<file path="src/rtl/valid_ready_reorder_sequencer_pkg.sv">
// Shared constants for the reorder sequencer.
package valid_ready_reorder_sequencer_pkg;
    // Reset value of the registered error flags (output_error, protocol_error)
    localparam logic ERR_FLAG_RST = 1'b0;
endpackage

</file>
<file path="src/rtl/reorder_sequencer_order_queue.sv">
// Circular FIFO of buffer indices in allocation order.
// The pointers carry an extra wrap bit, so full and empty are told apart without a counter.
// The caller must not push when full and must not pop when empty.
module reorder_sequencer_order_queue
    import valid_ready_reorder_sequencer_pkg::*;
#(
    parameter int DEPTH       = 8,
    parameter int INDEX_WIDTH = $clog2(DEPTH),
    parameter int COUNT_WIDTH = $clog2(DEPTH + 1)
) (
    input  logic                   clock,
    input  logic                   reset,
    input  logic                   push,
    input  logic [INDEX_WIDTH-1:0] push_index,
    input  logic                   pop,
    output logic [INDEX_WIDTH-1:0] head_index,
    output logic                   full,
    output logic                   empty,
    output logic [COUNT_WIDTH-1:0] count
);
    localparam int PW = INDEX_WIDTH + 1;

    logic [INDEX_WIDTH-1:0] mem [DEPTH];
    logic [PW-1:0]          wr_ptr;
    logic [PW-1:0]          rd_ptr;

    assign head_index = mem[rd_ptr[INDEX_WIDTH-1:0]];
    assign empty      = (wr_ptr == rd_ptr);
    assign full       = (wr_ptr[INDEX_WIDTH] != rd_ptr[INDEX_WIDTH]) &&
                        (wr_ptr[INDEX_WIDTH-1:0] == rd_ptr[INDEX_WIDTH-1:0]);
    assign count      = COUNT_WIDTH'(wr_ptr - rd_ptr);

    // Pointer advance and index storage
    always_ff @(posedge clock or posedge reset) begin
        if (reset) begin
            wr_ptr <= '0;
            rd_ptr <= '0;
            for (int i = 0; i < DEPTH; i++) mem[i] <= '0;
        end else begin
            if (push) begin
                mem[wr_ptr[INDEX_WIDTH-1:0]] <= push_index;
                wr_ptr <= wr_ptr + PW'(1);
            end
            if (pop) rd_ptr <= rd_ptr + PW'(1);
        end
    end
endmodule

</file>
<file path="src/rtl/valid_ready_reorder_sequencer.sv">
// Reorder sequencer: records buffer indices in allocation order, collects out-of-order
// completions in a bitmap, and issues read-and-clear requests to the buffer strictly
// in allocation order, re-emitting the data on an in-order valid/ready stream.
// Optional feature: VALID_READY_REORDER_SEQUENCER_PROTOCOL_CHECK_EN builds a per-index
// in-queue bitmap and a sticky protocol_error flag for duplicate or stray completions.
module valid_ready_reorder_sequencer
    import valid_ready_reorder_sequencer_pkg::*;
#(
    parameter int WIDTH       = 8,
    parameter int DEPTH       = 8,
    parameter int INDEX_WIDTH = $clog2(DEPTH),
    parameter int COUNT_WIDTH = $clog2(DEPTH + 1)
) (
    input  logic                   clock,
    input  logic                   reset,
    input  logic                   allocate_valid,
    input  logic [INDEX_WIDTH-1:0] allocate_index,
    output logic                   allocate_ready,
    input  logic                   complete_valid,
    input  logic [INDEX_WIDTH-1:0] complete_index,
    output logic                   buffer_read_valid,
    output logic                   buffer_read_clear,
    output logic [INDEX_WIDTH-1:0] buffer_read_index,
    input  logic [WIDTH-1:0]       buffer_read_data,
    input  logic                   buffer_read_error,
    output logic                   output_valid,
    output logic [WIDTH-1:0]       output_data,
    output logic                   output_error,
    input  logic                   output_ready,
    output logic [COUNT_WIDTH-1:0] pending_count,
    output logic                   protocol_error
);
    logic                   full;
    logic                   empty;
    logic                   push;
    logic                   issue;
    logic [INDEX_WIDTH-1:0] head_index;
    logic [DEPTH-1:0]       done_bits;
    logic [DEPTH-1:0]       done_next;

    // Full blocks allocation even when an issue pops in the same cycle
    assign push           = allocate_valid & ~full;
    assign allocate_ready = ~full;

    // Issue only when the head has completed and the output register is free or draining
    assign issue             = ~empty & done_bits[head_index] & (~output_valid | output_ready);
    assign buffer_read_valid = issue;
    assign buffer_read_clear = issue;
    assign buffer_read_index = head_index;

    reorder_sequencer_order_queue #(
        .DEPTH       (DEPTH),
        .INDEX_WIDTH (INDEX_WIDTH),
        .COUNT_WIDTH (COUNT_WIDTH)
    ) u_order_queue (
        .clock      (clock),
        .reset      (reset),
        .push       (push),
        .push_index (allocate_index),
        .pop        (issue),
        .head_index (head_index),
        .full       (full),
        .empty      (empty),
        .count      (pending_count)
    );

    // Completion bitmap next state: clear the issued head, then set the completed index (set wins)
    always_comb begin
        done_next = done_bits;
        if (issue)          done_next[head_index]     = 1'b0;
        if (complete_valid) done_next[complete_index] = 1'b1;
    end

    // Completion bitmap register
    always_ff @(posedge clock or posedge reset) begin
        if (reset) done_bits <= '0;
        else       done_bits <= done_next;
    end

    // Output register: capture buffer data on issue, drop valid once accepted with nothing behind it
    always_ff @(posedge clock or posedge reset) begin
        if (reset) begin
            output_valid <= 1'b0;
            output_data  <= '0;
            output_error <= ERR_FLAG_RST;
        end else if (issue) begin
            output_valid <= 1'b1;
            output_data  <= buffer_read_data;
            output_error <= buffer_read_error;
        end else if (output_ready) begin
            output_valid <= 1'b0;
        end
    end

`ifdef VALID_READY_REORDER_SEQUENCER_PROTOCOL_CHECK_EN
    logic [DEPTH-1:0] in_queue;
    logic [DEPTH-1:0] in_queue_next;
    logic             perr;

    // Which indices are currently held in the order queue
    always_comb begin
        in_queue_next = in_queue;
        if (issue) in_queue_next[head_index]     = 1'b0;
        if (push)  in_queue_next[allocate_index] = 1'b1;
    end

    // In-queue bitmap register
    always_ff @(posedge clock or posedge reset) begin
        if (reset) in_queue <= '0;
        else       in_queue <= in_queue_next;
    end

    // Sticky flag for a duplicate completion or a completion of an index not in the queue
    always_ff @(posedge clock or posedge reset) begin
        if (reset)
            perr <= ERR_FLAG_RST;
        else if (complete_valid & (done_bits[complete_index] | ~in_queue[complete_index]))
            perr <= 1'b1;
    end

    assign protocol_error = perr;
`else
    assign protocol_error = 1'b0;
`endif
endmodule
</file>
<file path="config.mk">
export PLATFORM = sky130hd
export DESIGN_NAME = valid_ready_reorder_sequencer
export DESIGN_NICKNAME = d
export VERILOG_FILES = /design/src/rtl/valid_ready_reorder_sequencer_pkg.sv /design/src/rtl/reorder_sequencer_order_queue.sv /design/src/rtl/valid_ready_reorder_sequencer.sv
export SDC_FILE = /design/constraint.sdc
export NUM_CORES = 1
export LEC_CHECK = 0
export BUFFER_PORTS_ARGS = -buffer_cell sky130_fd_sc_hd__buf_4
export CORE_MARGIN = 10
export CORE_UTILIZATION = 60
export DETAILED_ROUTE_END_ITERATION = 12
export PLACE_DENSITY_LB_ADDON = 0.1
export SLEW_MARGIN = 30
export SYNTH_ARGS = -nofsm -noshare
export SYNTH_HDL_FRONTEND = slang
export SYNTH_SLANG_ARGS = --single-unit
</file>
<file path="constraint.sdc">
create_clock -name clock -period 8.6 [get_ports clock]
set_input_delay 1.29 -clock clock [delete_from_list [all_inputs] [get_ports clock]]
set_output_delay 1.29 -clock clock [all_outputs]
set_load 0.02 [all_outputs]
</file>
==> impl_metrics.py, run 1 <==
metrics = {
    "status": {
        "outcome": "complete, no violations",
    },
    "cts": {
        "clkSinkCount": 50,
        "cts_resized": 0,
        "tritoncts": "done",
        "postCtsHoldBufs": 0,
        "root_buffer": "clkbuf_8",
        "clk_latency_ps": 300,
        "post-cts-setup-buffers": 0,
        "clk_path_buf_depth": 2,
        "cts_buffers": 5,
        "clkTransAtPathRegs_ps": 90,
        "h-tree-depth": 2,
    },
    "die": {
        "die-area_um2": 7250,
        "fp-row-count": 23,
        "die_h_um": 85.15,
        "die_w_um": 85.15,
        "core_um2": 4058,
        "initial_core_util": 0.6275,
        "ios": 41,
    },
    "route": {
        "wire_per_inst_um": 18.79,
        "drcViolationCount": 0,
        "ant_nets": 0,
        "met3_length_um": 333,
        "top_layer": "met4",
        "vias": 1661,
        "wl_met2_um": 2654,
        "wl_met1_um": 2321,
        "wl_um": 5335,
        "viasPerCell": 5.849,
        "drt_iter0_drc": 102,
        "firstDrtPassIters": 4,
    },
    "setup_path": {
        "critPathLaunchType": "register",
        "r2r_end": "output_data[6]$_DFFE_PP0N_",
        "r2r_cells": 7,
        "worstPathRequired_ps": 7310,
        "arrival_ps": 3420,
        "crit_fanout": 13,
        "r2r_start": "u_order_queue.rd_ptr[0]$_DFFE_PP0N_",
        "cp-end-kind": "output pin",
        "ff2ff_setup_slack_ps": 5230,
        "worstSetupPathType": "register to output pin",
    },
    "yosys": {
        "synthTopCellsByCount": "50 x dfrtp_1, 28 x mux2_2, 12 x nand2_1, 11 x mux2_4",
        "synth_compound_area_frac": 0.07076,
        "ys_warn_count": 0,
        "synth_top_area_frac": 0.4914,
        "synthesis.area_um2": 2546,
        "syn_avg_cell_area_um2": 13.26,
        "synth_mux_area_frac": 0.2486,
        "seq_area_frac_synth": 0.4914,
        "post-synth-top-area-cell": "dfrtp_1",
        "synthXorXnorAreaFrac": 0.03391,
        "ys_types": 39,
        "post-synth-top-count-cell": "dfrtp_1",
        "syn_nets": 218,
        "synth-seq-cells": 50,
        "async_flop_share": 1.000,
        "synth_top_family_by_area": "multiplexers",
        "synth_cells": 192,
        "synth_flop_cell": "dfrtp_1",
        "synthAdderAreaFrac": 0.03243,
        "yosys.area_share.simple": 0.09042,
        "synth_edf_count": 0,
        "synth.area.top_cells": "dfrtp_1 49%, mux2_2 12%, mux2_4 6.5%",
    },
    "job": {
        "cap_violations": 0,
    },
    "timing": {
        "relSlewSlack": 0.4409,
        "final_hold_viol_count": 0,
        "finalSetupViolCount": 0,
        "fin_crit_sh": 0.5472,
        "fmax_ghz": 0.2125,
        "rsz0062_at_grt": "false",
        "finalClockSkew_ps": 6.679,
        "tns_ps": 0,
        "worst_pin_slew_ps": 837.7,
        "min_period_ps": 4706,
        "drv_slew": 0,
    },
    "cells_and_area": {
        "num-nets-final": 259,
        "area_growth_pct": 16.12,
        "drive_above_1_share": 0.4316,
        "n_antenna_cell": 0,
    },
    "min_path": {
        "min_to": "u_order_queue.mem[8]$_DFFE_PP0P_",
        "holdCritPathClass": "register to register",
        "min-delay-start": "u_order_queue.mem[8]$_DFFE_PP0P_",
        "whs_path_depth": 1,
    },
    "grt": {
        "grt_max_degree": 51,
        "overflow": 0,
        "grt_use_total": 0.1512,
        "grt_pass1_wl_um": 9039,
        "grt_pass1_vias": 1807,
        "antenna_found_initial": 0,
    },
    "placement": {
        "finalWeightedCongestion": 1.053,
        "hpwl_um": 4137,
        "port_buffers": 39,
    },
}
worst max-delay path, stage by stage, from the launching register on:
cell     delay [ps]
dfrtp_1         720
mux4_2          590
mux2_4          330
mux2_4          220
o21ai_1          60
a22o_4          270
nor3_4          650
buf_4           270
cell families after synthesis:
group                      count (synthesis)
AOI/OAI and AO/OA                         23
xor gates and xnor gates                   9
adders and majority gates                  6
buffers and inverters                     15
DFF                                       50
muxes                                     48
other                                      1
and+or+nand+nor                           40
worst max path at each step:
stage / slack (ps) / depth (start not counted) / start / end
global placement: 4320 / 7 / u_order_queue.rd_ptr[0]$_DFFE_PP0N_ / buffer_read_valid
floorplan: 4840 / 9 / u_order_queue.rd_ptr[0]$_DFFE_PP0N_ / buffer_read_valid
detailed placement: 4220 / 7 / u_order_queue.rd_ptr[0]$_DFFE_PP0N_ / buffer_read_clear
CTS: 3870 / 7 / u_order_queue.rd_ptr[0]$_DFFE_PP0N_ / buffer_read_clear
finish: 3890 / 7 / u_order_queue.rd_ptr[0]$_DFFE_PP0N_ / buffer_read_clear
global route: 3670 / 7 / u_order_queue.rd_ptr[0]$_DFFE_PP0N_ / buffer_read_clear
sequential cells by signal, indices dropped and copies added (netlist names):
register / flops
done_bits: 8
output_data: 8
output_error: 1
output_valid: 1
u_order_queue.mem: 24
u_order_queue.rd_ptr: 4
u_order_queue.wr_ptr: 4
layout make-up:
type                    instances  area [µm²]
inverters                      10       38.79
clock buffers                   6       82.58
fillers                       289        1101
clock inverters                 2       12.51
flip-flops and latches         50        1251
multi-input cells             127        1216
repair buffers                 39       292.8
well taps                      50       62.56
routing by layer:
metal,global-route usage,vias to the layer above
li1,-,766
met1,0.1913,852
met2,0.2486,39
met3,0.04589,4
met4,0.03144,0
met5,0,-
cell usage in the layout (no fill, tap or decap), types with 2 or more instances in the layout:
master and instances:
nor2b_1 2, mux2i_1 4, mux2_4 11, o41ai_1 3
nand2_1 12, xor2_1 2, nand4_1 3, nor2_1 5
dfrtp_1 50, nand3_1 3, o31ai_1 4, clkinv_2 2
o21ai_0 10, buf_4 39, inv_1 9, mux4_2 5
nand2b_1 6, clkbuf_8 6, mux2_2 28, xnor2_1 6
ha_1 5
per-stage QoR:
| stage | setup WS, ps | cell area (µm²) | utilization | hold slack [ps] | instances |
|---|---|---|---|---|---|
| 6_report | 3894 | 2957 | 0.7286 | 511.9 | 284 |
| 5_1_grt | 3674 | 2957 | 0.7286 | 525.0 | 284 |
| 4_1_cts | 3869 | 2955 | 0.7283 | 516.9 | 284 |
| 3_5_place_dp | 4221 | 2860 | 0.7049 | 494.6 | 276 |
| 3_3_place_gp | 4320 | 2860 | 0.7049 | 477.7 | 276 |
| 2_1_floorplan | 4836 | 2546 | - | 455.8 | 192 |
Power of run 1 is left out: the tool's default activity adds up to more than one toggle a clock period on the data nets, which glitch-free logic cannot reach.
==> run 2: changes to the inputs <==
--- a/config.mk
+++ b/config.mk
@@ -7,7 +7,7 @@
 export LEC_CHECK = 0
 export BUFFER_PORTS_ARGS = -buffer_cell sky130_fd_sc_hd__buf_4
 export CORE_MARGIN = 10
-export CORE_UTILIZATION = 60
+export CORE_UTILIZATION = 56
 export DETAILED_ROUTE_END_ITERATION = 12
 export PLACE_DENSITY_LB_ADDON = 0.1
 export SLEW_MARGIN = 30
==> constraint.sdc (replaced) <==
create_clock -name clock -period 4.9 [get_ports clock]
set_input_delay 0.735 -clock clock [delete_from_list [all_inputs] [get_ports clock]]
set_output_delay 0.735 -clock clock [all_outputs]
set_load 0.02 [all_outputs]
==> impl_metrics.py, run 2 (synthesized netlist as in run 1, its figures left out) <==
metrics = {
    "route": {
        "drcViolationCount": 0,
        "firstDrtPassIters": 6,
        "drt_iter0_drc": 76,
        "ant_nets": 0,
        "vias": 1657,
        "wire_per_inst_um": 19.16,
        "wl_um": 5499,
        "viasPerCell": 5.774,
    },
    "setup_path": {
        "cp-end-kind": "output pin",
        "r2r_end": "output_data[6]$_DFFE_PP0N_",
        "worstSetupPathType": "register to output pin",
        "r2r_start": "u_order_queue.rd_ptr[0]$_DFFE_PP0N_",
        "slowest_stage": "dfrtp_1",
        "crit_start": "u_order_queue.rd_ptr[0]$_DFFE_PP0N_",
        "r2r_cells": 8,
        "worstPathRequired_ps": 4160,
        "ff2ff_setup_slack_ps": 1790,
        "crit_fanout": 13,
        "path_buf_inv": 2,
        "critPathLaunchType": "register",
        "crit_family": "multiplexers",
        "arrival_ps": 3110,
        "cpPeakStageDelay_ps": 740,
        "crit_path_cell_trace": "mux4_2 -> mux2_4 -> mux2_4 -> o21ai_1 -> a22o_4 -> nor3_4 -> buf_4 -> buf_4",
    },
    "grt": {
        "grt_use_total": 0.1495,
        "antenna_found_initial": 0,
        "overflow": 0,
        "grt_pass1_vias": 1888,
        "grt_max_degree": 51,
        "grt_pass1_wl_um": 8990,
    },
    "timing": {
        "worst_pin_slew_ps": 833.9,
        "finalClockSkew_ps": 9.706,
        "tns_ps": 0,
        "setup_slack_ps": 1053,
        "drv_slew": 0,
        "min_period_ps": 3847,
        "rsz0062_at_grt": "false",
        "relSlewSlack": 0.4434,
        "finalSetupViolCount": 0,
        "final_hold_viol_count": 0,
        "fin_crit_sh": 0.7852,
        "fmax_ghz": 0.2599,
    },
    "cts": {
        "clkTransAtPathRegs_ps": 90,
        "post-cts-setup-buffers": 0,
        "clk_latency_ps": 300,
        "cts_resized": 0,
        "clk_path_buf_depth": 2,
        "tritoncts": "done",
        "cts_buffers": 5,
        "clkSinkCount": 50,
        "root_buffer": "clkbuf_8",
        "h-tree-depth": 2,
        "postCtsHoldBufs": 0,
    },
    "die": {
        "core_um2": 4384,
        "fp-row-count": 24,
        "die_w_um": 87.43,
        "initial_core_util": 0.5808,
        "ios": 41,
        "die-area_um2": 7644,
        "die_h_um": 87.43,
    },
    "cells_and_area": {
        "n_antenna_cell": 0,
        "top_regs": "u_order_queue.mem (24), done_bits (8), output_data (8)",
        "drive_above_1_share": 0.4340,
        "most-common-layout-cells": "50 x dfrtp_1, 40 x buf_4, 28 x mux2_2, 12 x nand2_1, 11 x mux2_4",
        "final_common_cell": "dfrtp_1",
        "top_register": "u_order_queue.mem",
        "largest_register_ffs": 24,
        "area_growth_pct": 17.05,
        "num-nets-final": 260,
        "fill_cells": 328,
    },
    "placement": {
        "finalWeightedCongestion": 0.8653,
        "port_buffers": 39,
        "hpwl_um": 4271,
        "dpl_worst_slack_ps": 1354,
    },
    "job": {
        "cap_violations": 0,
    },
    "min_path": {
        "holdCritPathClass": "register to register",
        "min-delay-start": "u_order_queue.mem[11]$_DFFE_PP0P_",
        "min_to": "u_order_queue.mem[11]$_DFFE_PP0P_",
        "whs_path_depth": 1,
    },
    "status": {
        "outcome": "complete, no violations",
    },
}
==> run 2: through the flow <==
step                hold slack, ps  std cells  utilization  area [µm²]
global placement             477.8        279       0.6547        2870
floorplan                    455.8        192            -        2546
finish                       508.9        287       0.6798        2980
CTS                          512.3        287       0.6795        2979
global route                 526.3        287       0.6798        2980
detailed placement           491.3        279       0.6547        2870
==> run 2: area by class of cell <==
class                   instances  area [µm²]  area share
clock buffers                   5       68.82     0.02309
multi-input cells             127        1216      0.4081
clock inverters                 3       40.04     0.01343
inverters                      10       38.79     0.01301
repair buffers                 40       300.3      0.1008
well taps                      52       65.06     0.02183
flip-flops and latches         50        1251      0.4198
==> run 2: layer usage <==
metal | vias up | track usage | share of wire
met5 | - | 0 | 0
met4 | 0 | 0.08116 | 0.029
met3 | 16 | 0.05056 | 0.055
met2 | 54 | 0.2513 | 0.53
met1 | 821 | 0.1610 | 0.39
li1 | 766 | - | -
==> run 2: worst max-delay path by stage <==
stage / to / cells after the start
2_1_floorplan: buffer_read_valid / 9
3_3_place_gp: buffer_read_valid / 8
3_5_place_dp: buffer_read_clear / 8
4_1_cts: buffer_read_clear / 8
5_1_grt: buffer_read_clear / 8
6_report: buffer_read_clear / 8
Power of run 2 is left out for the same reason.
